==> config.mk <==
export PLATFORM = sky130hd
export DESIGN_NAME = bus6507_responder
export DESIGN_NICKNAME = d
export VERILOG_FILES = /design/src/rtl/bus6507_pkg.sv /design/src/rtl/bus6507_phase.sv /design/src/rtl/bus6507_responder.sv
export SDC_FILE = /design/constraint.sdc
export NUM_CORES = 1
export LEC_CHECK = 0
export CAP_MARGIN = 20
export CORE_ASPECT_RATIO = 1.75
export CORE_MARGIN = 2
export CORE_UTILIZATION = 40
export DETAILED_ROUTE_END_ITERATION = 8
export GPL_ROUTABILITY_DRIVEN = 0
export HOLD_SLACK_MARGIN = 0.02
export PLACE_DENSITY = 0.68
export SYNTH_ARGS = -nofsm -noshare
export SYNTH_HDL_FRONTEND = slang
export SYNTH_SLANG_ARGS = --single-unit
==> constraint.sdc <==
create_clock -name eclk -period 3.7 [get_ports eclk]
set_input_delay 0.925 -clock eclk [delete_from_list [all_inputs] [get_ports eclk]]
set_output_delay 0.925 -clock eclk [all_outputs]
set_load 0.005 [all_outputs]
==> src/rtl/bus6507_pkg.sv <==
// Shared widths and encodings for the 6507 bus responder.
package bus6507_pkg;
  localparam int ADDR_W = 13;
  localparam int DATA_W = 8;
  localparam int SLOW_BIT = 12;
  localparam int PH_W = 9;
  localparam logic RW_READ = 1'b1;
endpackage

==> src/rtl/bus6507_phase.sv <==
// phi0 phase counter: ph runs 0..2*HALF-1, clk0 high in the second half.
// Strobes are high during the eclk whose closing edge moves ph onto the named value.
module bus6507_phase
  import bus6507_pkg::*;
#(
  parameter int HALF = 4
) (
  input  logic clk,
  input  logic reset,
  output logic clk0,
  output logic st_0,
  output logic st_half,
  output logic st_rd,
  output logic st_end
);

  localparam logic [PH_W-1:0] PH_LAST = PH_W'(2 * HALF - 1);
  localparam logic [PH_W-1:0] PH_HALF = PH_W'(HALF);
  localparam logic [PH_W-1:0] PH_RD   = PH_W'(HALF + 2);

  logic [PH_W-1:0] ph;
  logic [PH_W-1:0] ph_nxt;

  always_comb begin
    ph_nxt = (ph == PH_LAST) ? '0 : ph + 1'b1;
  end

  always_ff @(posedge clk) begin
    if (reset) begin
      ph   <= '0;
      clk0 <= 1'b0;
    end else begin
      ph   <= ph_nxt;
      clk0 <= (ph_nxt >= PH_HALF);
    end
  end

  assign st_0    = (ph == PH_LAST);
  assign st_half = (ph_nxt == PH_HALF);
  assign st_rd   = (ph_nxt == PH_RD);
  assign st_end  = (ph_nxt == PH_LAST);

endmodule

==> src/rtl/bus6507_responder.sv <==
// Drives phi0/res/rdy to a 6507 model and serves its bus from an external synchronous memory.
// BUS6507_WAITSTATE_EN adds a one-clk0 wait on the first read of the slow (addr[12]=1) region.
module bus6507_responder
  import bus6507_pkg::*;
#(
  parameter int HALF       = 4,
  parameter int RES_CYCLES = 8
) (
  input  logic              eclk,
  input  logic              ereset,
  output logic              clk0,
  output logic              res,
  output logic              rdy,
  input  logic [ADDR_W-1:0] ab,
  input  logic              rw,
  input  logic [DATA_W-1:0] db_i,
  output logic [DATA_W-1:0] db_o,
  output logic              db_t,
  output logic [ADDR_W-1:0] mem_addr,
  input  logic [DATA_W-1:0] mem_rdata,
  output logic [DATA_W-1:0] mem_wdata,
  output logic              mem_we
);

  logic       st_0;
  logic       st_half;
  logic       st_rd;
  logic       st_end;
  logic       cyc_rd;
  logic [7:0] res_cnt;

  bus6507_phase #(.HALF(HALF)) u_phase (
    .clk     (eclk),
    .reset   (ereset),
    .clk0    (clk0),
    .st_0    (st_0),
    .st_half (st_half),
    .st_rd   (st_rd),
    .st_end  (st_end)
  );

  always_ff @(posedge eclk) begin
    if (ereset) begin
      res       <= 1'b0;
      res_cnt   <= '0;
      cyc_rd    <= 1'b0;
      mem_addr  <= '0;
      mem_wdata <= '0;
      mem_we    <= 1'b0;
      db_o      <= '0;
      db_t      <= 1'b0;
    end else begin
      mem_we <= 1'b0;
      if (st_0) begin
        db_t <= 1'b0;
        // res counts whole clk0 cycles, so it can only rise on a cycle boundary
        if (!res) begin
          if (res_cnt == 8'(RES_CYCLES - 1)) begin
            res <= 1'b1;
          end else begin
            res_cnt <= res_cnt + 8'd1;
          end
        end
      end
      if (st_half) begin
        mem_addr <= ab;
        cyc_rd   <= (rw == RW_READ);
      end
      if (st_rd && cyc_rd && res) begin
        db_o <= mem_rdata;
        db_t <= 1'b1;
      end
      if (st_end && !cyc_rd) begin
        mem_wdata <= db_i;
        mem_we    <= res;
      end
    end
  end

`ifdef BUS6507_WAITSTATE_EN
  logic waited;
  logic rdy_q;

  // Any cycle that does not start a wait clears waited, so only back-to-back slow reads are absorbed.
  always_ff @(posedge eclk) begin
    if (ereset) begin
      waited <= 1'b0;
      rdy_q  <= 1'b1;
    end else if (st_0) begin
      if (res && cyc_rd && mem_addr[SLOW_BIT] && !waited) begin
        rdy_q  <= 1'b0;
        waited <= 1'b1;
      end else begin
        rdy_q  <= 1'b1;
        waited <= 1'b0;
      end
    end
  end

  assign rdy = rdy_q;
`else
  assign rdy = 1'b1;
`endif

endmodule

# Yosys cells after proc, flatten, opt, wreduce, memory -nomap -nowiden
# Cells that the tools add are included.
[classes]
addsub = 2
order_cmp = 1
n_eq_ne = 5
muxes = 5
n_bitwise = 3
n_reduce_logical = 7
[ops]
columns = ["op", "n"]
rows = [
  ["$eq 9x3->1 const B", 4],
  ["$add 9x1->9 const B", 1],
  ["$ge 9x3->1 const B", 1],
  ["$mux 9", 1],
  ["$add 8x1->8 const B", 1],
  ["$eq 8x3->1 const B", 1],
  ["$mux 1", 4],
  ["$logic_and 1x1->1", 3],
  ["$not 1->1", 3],
  ["$reduce_and 3->1", 1],
  ["$reduce_bool 2->1", 1],
  ["$reduce_or 2->1", 1],
  ["$logic_not 1->1", 1],
]
[word_totals]
reg_bits = 51
inputBits = 32
output_inout_bits = 34
elab_cells = 33

# Logic depth before layout (Yosys ltp)
# Gate-level depths: netlist of the first run.
[logic_depth]
depth_word = 6
depth_mapped = 7
ltp_nobuf = 6

# By module
# A second synthesis of the first run with hierarchy kept.
[hier_totals]
hier_cells = 234
area_unflattened_um2 = 2103.3
[modules_own_cells]
columns = ["mod", "instances", "cells_each", "area_each_um2", "seq_area_each_um2"]
rows = [
  ["bus6507_responder", 1, 177, 1585.3, 820.8],
  ["bus6507_phase", 1, 57, 518.0, 200.2],
]

# Worst setup path after synthesis of the first run
# No wires, ideal clock.
[synth_path]
path_type = "register -> register"
from = "reg u_phase.ph[5]"
to = "reg cyc_rd"
setup_time_ns = 0.072
arrival_time_ns = 2.212
required_ns = 3.628
path_slack_ns = 1.416
stages_incl_launch_ff = 7
path_buffers = 1
period_less_slack_ns = 2.284
cell_sequence = "dfxtp_1 or4_4 or4_1 a21oi_1 nor4b_4 buf_6 mux2i_1"
[synth_via]
elab_chain_cells = 3
elab_cells_between_ends = 4
classes_between = "add/sub (1); eq/ne (2); mux (1)"
[synth_rtl]
columns = ["element", "line_no", "text"]
rows = [
  ["start: declaration", "bus6507_phase.sv:21", "logic [PH_W-1:0] ph;"],
  ["start signal: assignment", "bus6507_phase.sv:33", "ph <= ph_nxt;"],
  ["$add 9x1->9 or $eq 9x3->1 (tied branches)", "bus6507_phase.sv:25", "ph_nxt = (ph == PH_LAST) ? '0 : ph + 1'b1;"],
  ["$mux 9 (*)", "bus6507_phase.sv:25", ""],
  ["$eq 9x3->1 (*)", "bus6507_phase.sv:39", "assign st_half = (ph_nxt == PH_HALF);"],
  ["end signal: assignment", "bus6507_responder.sv:67", "cyc_rd <= (rw == RW_READ);"],
  ["end: declaration", "bus6507_responder.sv:29", "logic cyc_rd;"],
]
# Every way passes the cells marked *; elsewhere a longest branch is shown, timed or not.
# A chain may end at the register's enable or synchronous reset.

# Worst setup path in the final report of the first run
[layout_path]
from = "reg u_phase.ph[0]"
to = "reg mem_addr[2]"
[layout_via]
elab_chain_cells = 3
elab_cells_between_ends = 4
classes_between = "add/sub (1); eq/ne (2); mux (1)"
[layout_rtl]
columns = ["element", "line_no", "text"]
rows = [
  ["$add 9x1->9 or $eq 9x3->1 (tied branches)", "bus6507_phase.sv:25", ""],
  ["$mux 9 (*)", "bus6507_phase.sv:25", ""],
  ["$eq 9x3->1 (*)", "bus6507_phase.sv:39", ""],
  ["end signal: assignment", "bus6507_responder.sv:47", "mem_addr <= '0;"],
  ["end signal: assignment", "bus6507_responder.sv:66", "mem_addr <= ab;"],
  ["end: declaration", "bus6507_responder.sv:19", "output logic [ADDR_W-1:0] mem_addr,"],
]
# Marks and branches as above.

==> results of run 1 <==
-- metal layers --
metal	vias to the layer above	GRT usage	part of all wire
met4	0	0.0778	0.025
met2	51	0.282	0.52
met1	861	0.178	0.41
met3	11	0.0262	0.039
li1	969	-	-
met5	-	0	0
-- cell families after synthesis --
kind of cell    Yosys count  synth area share
simple gates            128             0.330
flops                    51             0.418
mux                      31             0.127
buf+inv                  15            0.0282
xor+xnor                 13            0.0466
compound gates           12            0.0384
fa+ha+maj                 2            0.0102
other cells               1           0.00153
-- final cells by class --
cell class                 count  area, um^2
clock buffer                   5        68.8
tap                           78        97.6
multi-input combinational    187        1350
timing repair buffer          66         651
sequential                    51        1020
inverter                       1        3.75
clock inverter                 3        20.0
fill                         569        2660
-- state kept, by name, summed over array words and instances (netlist names) --
| register | flops |
|---|---|
| res_cnt | 8 |
| cyc_rd | 1 |
| mem_we | 1 |
| db_o | 8 |
| db_t | 1 |
| mem_addr | 13 |
| mem_wdata | 8 |
| res | 1 |
| u_phase.clk0 | 1 |
| u_phase.ph | 9 |
-- critical path, cell delays in order, from the launching register on --
cell and delay [ns]:
dfxtp_1 0.47, ha_1 0.31, nand2_1 0.15, nor4_4 0.67, o221ai_4 0.28, nor4b_4 0.50, buf_4 0.31, mux2i_1 0.21
-- path summary, 6_finish.rpt --
kind	to	cells past startpoint	slack, ns	startpoint
worst max register to register	mem_addr[2]	7	0.73	u_phase.ph[0]
worst min-delay path	db_t	2	0.46	db_t
worst max-delay path	mem_addr[2]	7	0.73	u_phase.ph[0]
worst min register to register	db_t	2	0.46	db_t
-- Yosys cell counts, drive strengths merged (4+ instances only) --
cell type,number,area [um^2]
nor4,4,70.1
clkbuf,11,41.3
or4,4,33.8
xor2,9,78.8
nor2,20,75.1
nand3,7,35.0
dfxtp,51,1020
nand2b,62,388
nor3,5,25.0
mux2i,31,310
or3,4,25.0
a21oi,4,20.0
nand2,6,22.5
xnor2,4,35.0
-- through the flow --
| stage | worst slack, ns | power (mW) | hold WS, ns |
|---|---|---|---|
| floorplan | 1.42 | 0.637 | 0.453 |
| global placement | 0.842 | 0.689 | 0.444 |
| detailed placement | 0.719 | 0.689 | 0.448 |
| CTS | 0.685 | 1.02 | 0.463 |
| global route | 0.413 | 1.05 | 0.479 |
| finish | 0.734 | 1.00 | 0.458 |
-- power by group through the flow --
| stage | Clock [mW] | Combinational [mW] | Sequential (mW) |
|---|---|---|---|
| 6_report | 0.325 | 0.110 | 0.566 |
| 5_1_grt | 0.363 | 0.122 | 0.567 |
| 3_3_place_gp | 0 | 0.111 | 0.578 |
| 3_5_place_dp | 0 | 0.111 | 0.578 |
| 4_1_cts | 0.339 | 0.111 | 0.566 |
| 2_1_floorplan | 0 | 0.0603 | 0.576 |
==> results_dict.tcl, run 1 <==
set metrics [dict create \
    drive_gt1_frac 0.0575 \
    postLayoutCoreUtil 0.547 \
    required_ns 3.93 \
    ys_seq_area_frac 0.418 \
    p_leak_nw 1.07 \
    finalMaxSlewViolations 0 \
    grt_antenna_before_repair 0 \
    synth_cell_types 37 \
    clkPwrFrac 0.325 \
    setup-tns-final_ns 0 \
    htree_levels 2 \
    tightest_slew_ns 0.850 \
    layout_common_cells "clkdlybuf4s50_1, nand2b_1, dfxtp_1" \
    synth_edf_count 0 \
    viasPerCell 4.84 \
    cts_hold_buf 0 \
    hold_violations 0 \
    ant_nets 0 \
    gr-total-overflow 0 \
    synth_nets 287 \
    max_freq_mhz 337 \
    first_pass_iters 4 \
    routedWlPerCell_um 13.0 \
    area_delta_synth_final_pct 31.6 \
    slew_headroom 0.432 \
    cts_tree "built" \
    synth_area_um2 2440 \
    maxCapViolCount 0 \
    powerDensity_nw_per_um2 311 \
    fin_crit_sh 0.802 \
    fin_area_um2 3220 \
    clk_latency_ns 0.31 \
    critical_path.startpoint_type "register" \
    final_common_cell "clkdlybuf4s50_1" \
    port_buffers 64 \
    setup_violations 0 \
    cts.sinks 51 \
    cp-end-kind "register" \
    ios 66 \
    start_util 0.416 \
    ys_warn_count 0 \
    fin_nets 346 \
    post_cts_resized 0 \
    switching_share 0.241 \
    final.min_clock_period_ns 2.97 \
    grtUsageTotal 0.158 \
    run_status "completed" \
    root_buffer "clkbuf_8" \
    worst_hold_path_type "register to register" \
    critPathKind "register to register" \
    peakVddDrop_mv 0.201 \
    grt_pass1_vias 1841 \
    die_w_um 63.1 \
    p_seq_frac 0.565 \
    postRouteWirelength_um 5070 \
    synthCells 253 \
    clk_pin_slew_worst_paths_ns 0.10 \
    cts_buffer_depth 2 \
    final_cells 391 \
    synth_ff_type "dfxtp_1" \
    diodes 0 \
    p_comb_frac 0.110 \
    dp_cells 383 \
    die-area_um2 6780 \
    coreArea_um2 5880 \
    row_count 37 \
    arrival_ns 3.20 \
    post_cts_buffers 0 \
    cp_max_fo 15 \
    drc_errors 0 \
    skew_ns 0.00734 \
    grt_pass1_wl_um 8560 \
    placed_area_um2 3130 \
    p_switching_uw 241 \
    power.internal_uw 759 \
    rsz0062_at_grt "no" \
    die_h_um 107 \
    synth-async-reset-ratio 0 \
    ys_ff_latch 51 \
    grt_max_degree 59 \
    dr.first_iter.drc_count 52 \
    numCtsBuffers 5 \
    syn-mean-instance-area_um2 9.66 \
    num_vias 1892 \
    hpwl_um 3690 \
]
Power figures use the tool's default switching activity.
==> run 2, diff against run 1 <==
PLACE_DENSITY = 0.71   (was 0.68)
clock period = 2.6 ns   (was 3.7 ns; I/O delays follow)
==> run 2 against run 1 <==
Compared with the run above: critical path depth stayed put; setup slack worse by 0.46 ns; total power is 42% higher; worst hold slack better by 0.016 ns; clock skew is 0.0024 ns lower; critical endpoint is now mem_addr[3]; highest routed layer unchanged; critical path type unchanged; sequential power is 42% higher.
==> results_dict.tcl, run 2 (synthesized netlist as in run 1, its figures left out) <==
set metrics [dict create \
    htree_levels 2 \
    skew_ns 0.00491 \
    cp-end-kind "register" \
    rsz0062_at_grt "no" \
    cts_buffer_depth 2 \
    powerDensity_nw_per_um2 436 \
    gr-total-overflow 0 \
    critical_path.startpoint_type "register" \
    r2r_start "u_phase.ph[0]" \
    startpoint "u_phase.ph[0]" \
    dr.first_iter.drc_count 35 \
    tightest_slew_ns 0.512 \
    num_vias 1885 \
    drive_gt1_frac 0.0694 \
    ios 66 \
    crit_path_end "mem_addr[3]" \
    start_util 0.416 \
    arrival_ns 2.57 \
    row_count 37 \
    clk_pin_slew_worst_paths_ns 0.09 \
    top_register "mem_addr" \
    cts.sinks 51 \
    hold_violations 0 \
    worst_hold_path_type "register to register" \
    peakVddDrop_mv 0.316 \
    viasPerCell 4.77 \
    post_cts_buffers 0 \
    layout_common_cells "clkdlybuf4s50_1, nand2b_1, dfxtp_1" \
    placed_area_um2 3180 \
    max_freq_mhz 430 \
    setup-tns-final_ns 0 \
    grtUsageTotal 0.167 \
    die_w_um 63.1 \
    cts_tree "built" \
    grt_pass1_wl_um 8960 \
    numCtsBuffers 5 \
    fin_crit_sh 0.895 \
    die_h_um 107 \
    area_delta_synth_final_pct 33.6 \
    required_ns 2.84 \
    p_leak_nw 1.11 \
    r2r_slack_ns 0.27 \
    critPathKind "register to register" \
    largest_reg_flops 13 \
    port_buffers 64 \
    postRouteWirelength_um 5090 \
    ant_nets 0 \
    final_common_cell "clkdlybuf4s50_1" \
    grt_pass1_vias 1935 \
    root_buffer "clkbuf_8" \
    r2r_cells 7 \
    post_cts_resized 0 \
    drc_errors 0 \
    routedWlPerCell_um 12.9 \
    grt_max_degree 44 \
    grt_antenna_before_repair 0 \
    die-area_um2 6780 \
    r2r_end "mem_addr[3]" \
    finalMaxSlewViolations 0 \
    coreArea_um2 5880 \
    diodes 0 \
    run_status "completed" \
    final.min_clock_period_ns 2.33 \
    cp_max_fo 14 \
    fin_nets 351 \
    top_regs "mem_addr x13, u_phase.ph x9" \
    maxCapViolCount 0 \
    fin_area_um2 3260 \
    first_pass_iters 4 \
    slew_headroom 0.659 \
    setup_violations 0 \
    clk_latency_ns 0.31 \
    cts_hold_buf 0 \
    hpwl_um 3720 \
]
-- run 2: cell count changes in the layout (fill, tap and decap cells not counted), sizes merged --
cell / previous run / this run
buf: 3 / 8
clkbuf: 5 / 6
clkinvlp: 2 / 0
-- run 2: worst min-delay path by stage --
stage	from	slack (ns)	endpoint	depth (start not counted)
2_1_floorplan	db_t	0.45	db_t	2
3_3_place_gp	mem_wdata[1]	0.46	mem_wdata[1]	2
3_5_place_dp	db_o[6]	0.46	db_o[6]	2
4_1_cts	db_o[0]	0.48	db_o[0]	2
5_1_grt	db_o[4]	0.50	db_o[4]	2
6_report	db_t	0.47	db_t	2
-- run 2: per-layer routing --
layer,track usage,part of all wire
met1,0.181,0.40
met2,0.300,0.53
met3,0.0460,0.048
met4,0.0683,0.020
met5,0,0
-- run 2: final cells by class --
cell class | instances | area [um^2]
repair buffers | 71 | 701
inverters | 1 | 3.75
fillers | 547 | 2620
clock buffers | 6 | 82.6
well taps | 78 | 97.6
multi-input cells | 187 | 1350
clock inverters | 1 | 5.00
flip-flops and latches | 51 | 1020
-- run 2: metrics by stage --
step,std cells,power [mW],worst slack (ns),utilization,hold slack [ns]
6_report,395,1.42,0.273,0.555,0.474
5_1_grt,395,1.49,0.0628,0.555,0.497
4_1_cts,395,1.45,0.243,0.555,0.479
3_5_place_dp,388,0.987,0.281,0.540,0.463
3_3_place_gp,388,0.985,0.367,0.540,0.458
2_1_floorplan,253,0.906,0.316,-,0.453
-- run 2: power breakdown --
group / switching, mW / total, mW / internal, mW / leakage, nW
clock network: 0.248 / 0.457 / 0.209 / 0.0470
logic: 0.0598 / 0.163 / 0.103 / 0.647
registers: 0.0112 / 0.805 / 0.794 / 0.412
total: 0.319 / 1.42 / 1.11 / 1.11
-- run 2: critical path: stages, from the launching register on --
cell and delay [ns]:
dfxtp_1 0.45, ha_1 0.31, nand2_1 0.16, or4_1 0.55, a21oi_1 0.15, nor4b_4 0.25, buf_12 0.20, mux2i_1 0.19
==> RTL edit 1: new RTL, settings of run 2 <==
The package constant `DATA_W` goes from 8 to 6.
--- a/src/rtl/bus6507_pkg.sv
+++ b/src/rtl/bus6507_pkg.sv
@@ -1,7 +1,7 @@
 // Shared widths and encodings for the 6507 bus responder.
 package bus6507_pkg;
   localparam int ADDR_W = 13;
-  localparam int DATA_W = 8;
+  localparam int DATA_W = 6;
   localparam int SLOW_BIT = 12;
   localparam int PH_W = 9;
   localparam logic RW_READ = 1'b1;
Ports: changed (resized db_i, db_o, mem_rdata and mem_wdata); port bits go from 66 to 58. No check against the original RTL was run, so the function may have changed too.
==> RTL edit 1 against run 2 <==
  * Sequential cell count is 4 lower
  * Non-clock buffer count fell by 7
  * Sequential power down 7.6%
  * Via count decreased by 4.1%
  * Worst setup slack improved by 0.021 ns
  * Routed wire length shrank 11%
  * Cell area fell by 6.3%
  * Total power decreased by 0.99%
  * Area after synthesis is 4.7% lower
  * Largest cell class unchanged
  * Highest routed layer unchanged
==> RTL edit 1: results (changes against run 2) <==
| Metric | Value |
|---|---|
| Status | complete, no violations (unchanged) |
| Worst slew pin tran | 0.527 ns (was 0.512 ns) |
| Post-synth ARST share | 0% (unchanged) |
| R2R depth | 6 (was 7) |
| Worst EP arrival | 2.54 ns (was 2.57 ns) |
| Mapped Nets | 269 (was 287) |
| Detailed Route Iter0 Violations | 45 (was 35) |
| Filler Cells Inserted | 539 (was 547) |
| Hold Crit Start | mem_addr[2] (was db_t) |
| Worst R2R Setup Slack | 0.29 ns (was 0.27 ns) |
| First-pass GRT wire length | 8080 microns (was 8960 microns) |
| Layout cell share with drive strength beyond 1 | 10.5% (was 6.94%) |
| Placement Setup Slack | -0.00683 ns (was 0.281 ns) |
| CP peak stage delay | 0.63 ns (was 0.55 ns) |
| Critical path's slowest cell | and4bb_2 (was or4_1) |
| Synth top cells by count | nand2b_1, dfxtp_1, mux2i_1 (unchanged) |
| Vias | 1807 (was 1885) |
| Clock Skew | 0.0111 ns (was 0.00491 ns) |
| Area contributors post-synth | dfxtp_1, nand2b_1, mux2i_1, xor2_1, nor2_1 (unchanged) |
| Detailed Place HPWL | 3340 microns (was 3720 microns) |
| VDD IR max | 0.315 mV (was 0.316 mV) |
| NumNets Final | 325 (was 351) |
| Port-buffer cells | 56 (was 64) |
| Netlist cell types | 45 (was 37) |
| Sequential element share of the synthesized area | 40.4% (was 41.8%) |
| Largest net degree at the start of global routing | 39 (was 44) |
| Reg clk slew, reported paths | 0.09 ns (about the same) |
| Leak pwr | 1.07 nW (was 1.11 nW) |
| H-Tree Level Count | 2 (unchanged) |
| Hold EP | mem_addr[2] (was db_t) |
| Biggest regs | mem_addr: 13 flops, u_phase.ph: 9 flops, res_cnt: 8 flops (was mem_addr: 13 flops, u_phase.ph: 9 flops) |
| Routed wire length | 4540 microns (was 5090 microns) |
| Total Routing Usage GR | 16.0% (was 16.7%) |
==> RTL edit 1: worst max-delay path by stage <==
| stage | from | to | slack, ns |
|---|---|---|---|
| after floorplan | u_phase.ph[1] | cyc_rd | 0.54 |
| after global placement | u_phase.ph[0] | mem_addr[8] | 0.08 |
| after CTS | u_phase.ph[0] | mem_addr[10] | 0.21 |
| final | u_phase.ph[0] | mem_addr[3] | 0.29 |
| after global routing | u_phase.ph[0] | db_o[1] | 0.04 |
| after detailed placement | u_phase.ph[0] | mem_addr[10] | -0.007 |
==> RTL edit 1: stage by stage <==
stage	setup TNS, ns	instances	hold WS, ns	cell area [sq um]
finish	0	371	0.474	3060
detailed placement	-0.00683	364	0.459	2950
global route	0	371	0.502	3060
CTS	0	371	0.480	3060
global placement	0	364	0.458	2950
floorplan	0	239	0.449	2330
==> RTL edit 1: power breakdown <==
part / leakage (nW) / internal [mW] / total [mW] / switching (mW)
sequential: 0.379 / 0.731 / 0.744 / 0.0127
combinational: 0.645 / 0.0903 / 0.144 / 0.0536
clock: 0.0502 / 0.281 / 0.523 / 0.242
total: 1.07 / 1.10 / 1.41 / 0.308
==> RTL edit 1: cell type report <==
class	count	area, sq um	area share (%)
Sequential cell	47	941	30.8
Inverter	2	7.51	0.245
Tap cell	76	95.1	3.11
Clock buffer	5	68.8	2.25
Timing Repair Buffer	64	616	20.1
Clock inverter	2	37.5	1.23
Multi-Input combinational cell	175	1290	42.3
==> RTL edit 1: per-layer routing <==
metal  wire, microns  part of all wire (%)  track usage [%]  vias to the layer above
li1                -                     -                -                      912
met5               0                     0                0                        -
met4              77                   1.7             6.08                        0
met1            1850                    41             18.1                      847
met3             189                   4.2             3.84                        7
met2            2420                    53             27.4                       41
==> RTL edit 1: cell families after synthesis <==
group	synth area share, %
simple gates	33.6
compound gates	4.89
mux	11.2
fa+ha+maj	1.07
xor+xnor	4.51
buf+inv	4.24
other cells	0.161
flops	40.4
==> RTL edit 1: repair_timing <==
action / CTS / global route
setup endpoints to repair: 8 / 14
gates resized for setup: 1 / 1
hold buffers: 0 / 0
pin swaps: 0 / 0
==> RTL edit 1: worst register-to-register path: cells and delay by family, from the launching register on <==
| family | cells | cell delay, ns |
|---|---|---|
| AO/OA/AOI/OAI | 1 | 0.12 |
| adder cells (fa/ha/maj) | 1 | 0.36 |
| flip-flops | 1 | 0.53 |
| multiplexers | 1 | 0.25 |
| AND/OR/NAND/NOR | 3 | 0.98 |
==> RTL edit 2: new RTL, settings of run 2 <==
Without the edit above. One comparison of `res_cnt` changes from == to >=.
--- a/src/rtl/bus6507_responder.sv
+++ b/src/rtl/bus6507_responder.sv
@@ -55,7 +55,7 @@
         db_t <= 1'b0;
         // res counts whole clk0 cycles, so it can only rise on a cycle boundary
         if (!res) begin
-          if (res_cnt == 8'(RES_CYCLES - 1)) begin
+          if (res_cnt >= 8'(RES_CYCLES - 1)) begin
             res <= 1'b1;
           end else begin
             res_cnt <= res_cnt + 8'd1;
Function: same outputs for any inputs over 10 cycles, from zero or initial values and one cycle with ereset high; that may be too few to reach the edited logic, so the function may still have changed.
==> RTL edit 2 against run 2 <==
  * Total power decreased by 1.3%
  * Die area is 8.3% lower
  * Largest cell class unchanged
  * Worst hold slack barely moved
  * Worst setup slack got worse by 0.0018 ns
  * Sequential cell count unchanged
  * Synthesized cell count fell by 12%
  * Via count is 10% lower
  * Area after synthesis decreased by 8.7%
  * Critical path type unchanged
  * Routed wire length is 12% lower
  * Clock power increased by 7.9%
  * Cell area down 7.6%
  * Final cell count decreased by 8.4%
==> RTL edit 2: results (changes against run 2) <==
| Metric | Value |
|---|---|
| Initial antenna violation count | 0 (unchanged) |
| Netlist cell types | 38 (was 37) |
| Hold EP | res_cnt[6] (was db_t) |
| Detailed Place HPWL | 3270 microns (was 3720 microns) |
| Top delay family on crit path | compound AO/OA/AOI/OAI gates (was simple AND/OR/NAND/NOR gates) |
| Largest net degree at the start of global routing | 74 (was 44) |
| Status | complete, no violations (unchanged) |
| Vias/cell | 4.67 (was 4.77) |
| Worst EP arrival | 2.51 ns (was 2.57 ns) |
| CP peak stage delay | 0.44 ns (was 0.55 ns) |
| FF-to-FF End | db_o[5] (was mem_addr[3]) |
| Clock Skew | 0.00739 ns (was 0.00491 ns) |
| Post-synth ARST share | 0% (unchanged) |
| Number of global-route vias before repair | 1630 (was 1935) |
| Non-filler cells, final | 362 (was 395) |
| Hold Crit Start | res_cnt[6] (was db_t) |
| First-pass GRT wire length | 7350 microns (was 8960 microns) |
| Filler Cells Inserted | 527 (was 547) |
| Leak pwr | 1.07 nW (was 1.11 nW) |
| Die Span X | 60.5 microns (was 63.1 microns) |
| Routed wire length | 4480 microns (was 5090 microns) |
| Critical Path Fanout Max | 9 (was 14) |
| NumNets Final | 322 (was 351) |
| Placed Cells incl. Taps | 354 (was 388) |
| Placement Setup Slack | 0.209 ns (was 0.281 ns) |
| Sequential element share of the synthesized area | 45.8% (was 41.8%) |
| Mapped Nets | 260 (was 287) |
| Port-buffer cells | 64 (unchanged) |
| Mean post-synth cell area | 10.0 sq um (was 9.66 sq um) |
| Commonest register cell after synthesis | dfxtp_1 (unchanged) |
| Total Routing Usage GR | 15.4% (was 16.7%) |
| RR Startpoint | u_phase.ph[0] (unchanged) |
| Area contributors post-synth | dfxtp_1, mux2i_1, nand2b_1, nor2_1, ha_1 (was dfxtp_1, nand2b_1, mux2i_1, xor2_1, nor2_1) |
| Slew headroom | 61.7% (was 65.9%) |
| Placed Area | 2910 sq um (was 3180 sq um) |
| Critical path's slowest cell | dfxtp_1 (was or4_1) |
| Worst hold path stage count | 1 (was 2) |
| Layout cell share with drive strength beyond 1 | 8.04% (was 6.94%) |
| R2R depth | 8 (was 7) |
| Detailed Route Iter0 Violations | 82 (was 35) |
| Synth top cells by count | dfxtp_1, nand2b_1, mux2i_1 (was nand2b_1, dfxtp_1, mux2i_1) |
| VDD IR max | 0.341 mV (was 0.316 mV) |
## RTL edit 2: cell count changes after synthesis, sizes merged, moves of 3 or more
cell    change
nand2b     -18
clkbuf      -3
xor2        -4
ha          +3
nand3       -3
nor2b       +3
nand4b      -3
or4         -3
buf         +3
## RTL edit 2: cells by family after synthesis
| family | synth area share, % |
|---|---|
| and+or+nand+nor | 25.6 |
| DFF | 45.8 |
| muxes | 13.9 |
| buffers and inverters | 4.26 |
| AOI/OAI and AO/OA | 3.93 |
| xor gates and xnor gates | 3.53 |
| adders and majority gates | 2.80 |
| other | 0.168 |
## RTL edit 2: worst max-delay path by stage
stage               slack (ns)           from  depth (start not counted)      end
floorplan                 0.38  u_phase.ph[5]                          8  db_o[0]
global placement          0.30  u_phase.ph[0]                          8  db_o[1]
detailed placement        0.21  u_phase.ph[0]                          8  db_o[5]
CTS                       0.19  u_phase.ph[0]                          8  db_o[5]
global route              0.04  u_phase.ph[0]                          8  db_o[5]
finish                    0.27  u_phase.ph[0]                          8  db_o[5]
## RTL edit 2: stage by stage
stage / power [mW] / hold WS, ns
2_1_floorplan: 0.868 / 0.438
3_3_place_gp: 0.932 / 0.455
3_5_place_dp: 0.933 / 0.461
4_1_cts: 1.42 / 0.476
5_1_grt: 1.47 / 0.487
6_report: 1.41 / 0.474
## RTL edit 2: area by class of cell
| type | instances | area, sq um | area share (%) |
|---|---|---|---|
| multi-input combinational | 156 | 1120 | 37.0 |
| sequential | 51 | 1020 | 33.8 |
| clock buffer | 7 | 96.3 | 3.19 |
| timing repair buffer | 69 | 673 | 22.3 |
| clock inverter | 1 | 7.51 | 0.249 |
| inverter | 2 | 7.51 | 0.249 |
| tap | 76 | 95.1 | 3.15 |
## RTL edit 2: per-layer routing
layer  routed length, microns  vias up  global-route usage, %
met5                        0        -                      0
li1                         -      858                      -
met4                      113        0                   7.36
met3                      190        7                   3.39
met2                     2350       44                   26.3
met1                     1830      780                   18.0
## RTL edit 2: power breakdown
group          internal, mW  switching, mW
registers             0.790        0.00868
clock network         0.242          0.251
logic                0.0753         0.0399
total                  1.11          0.300
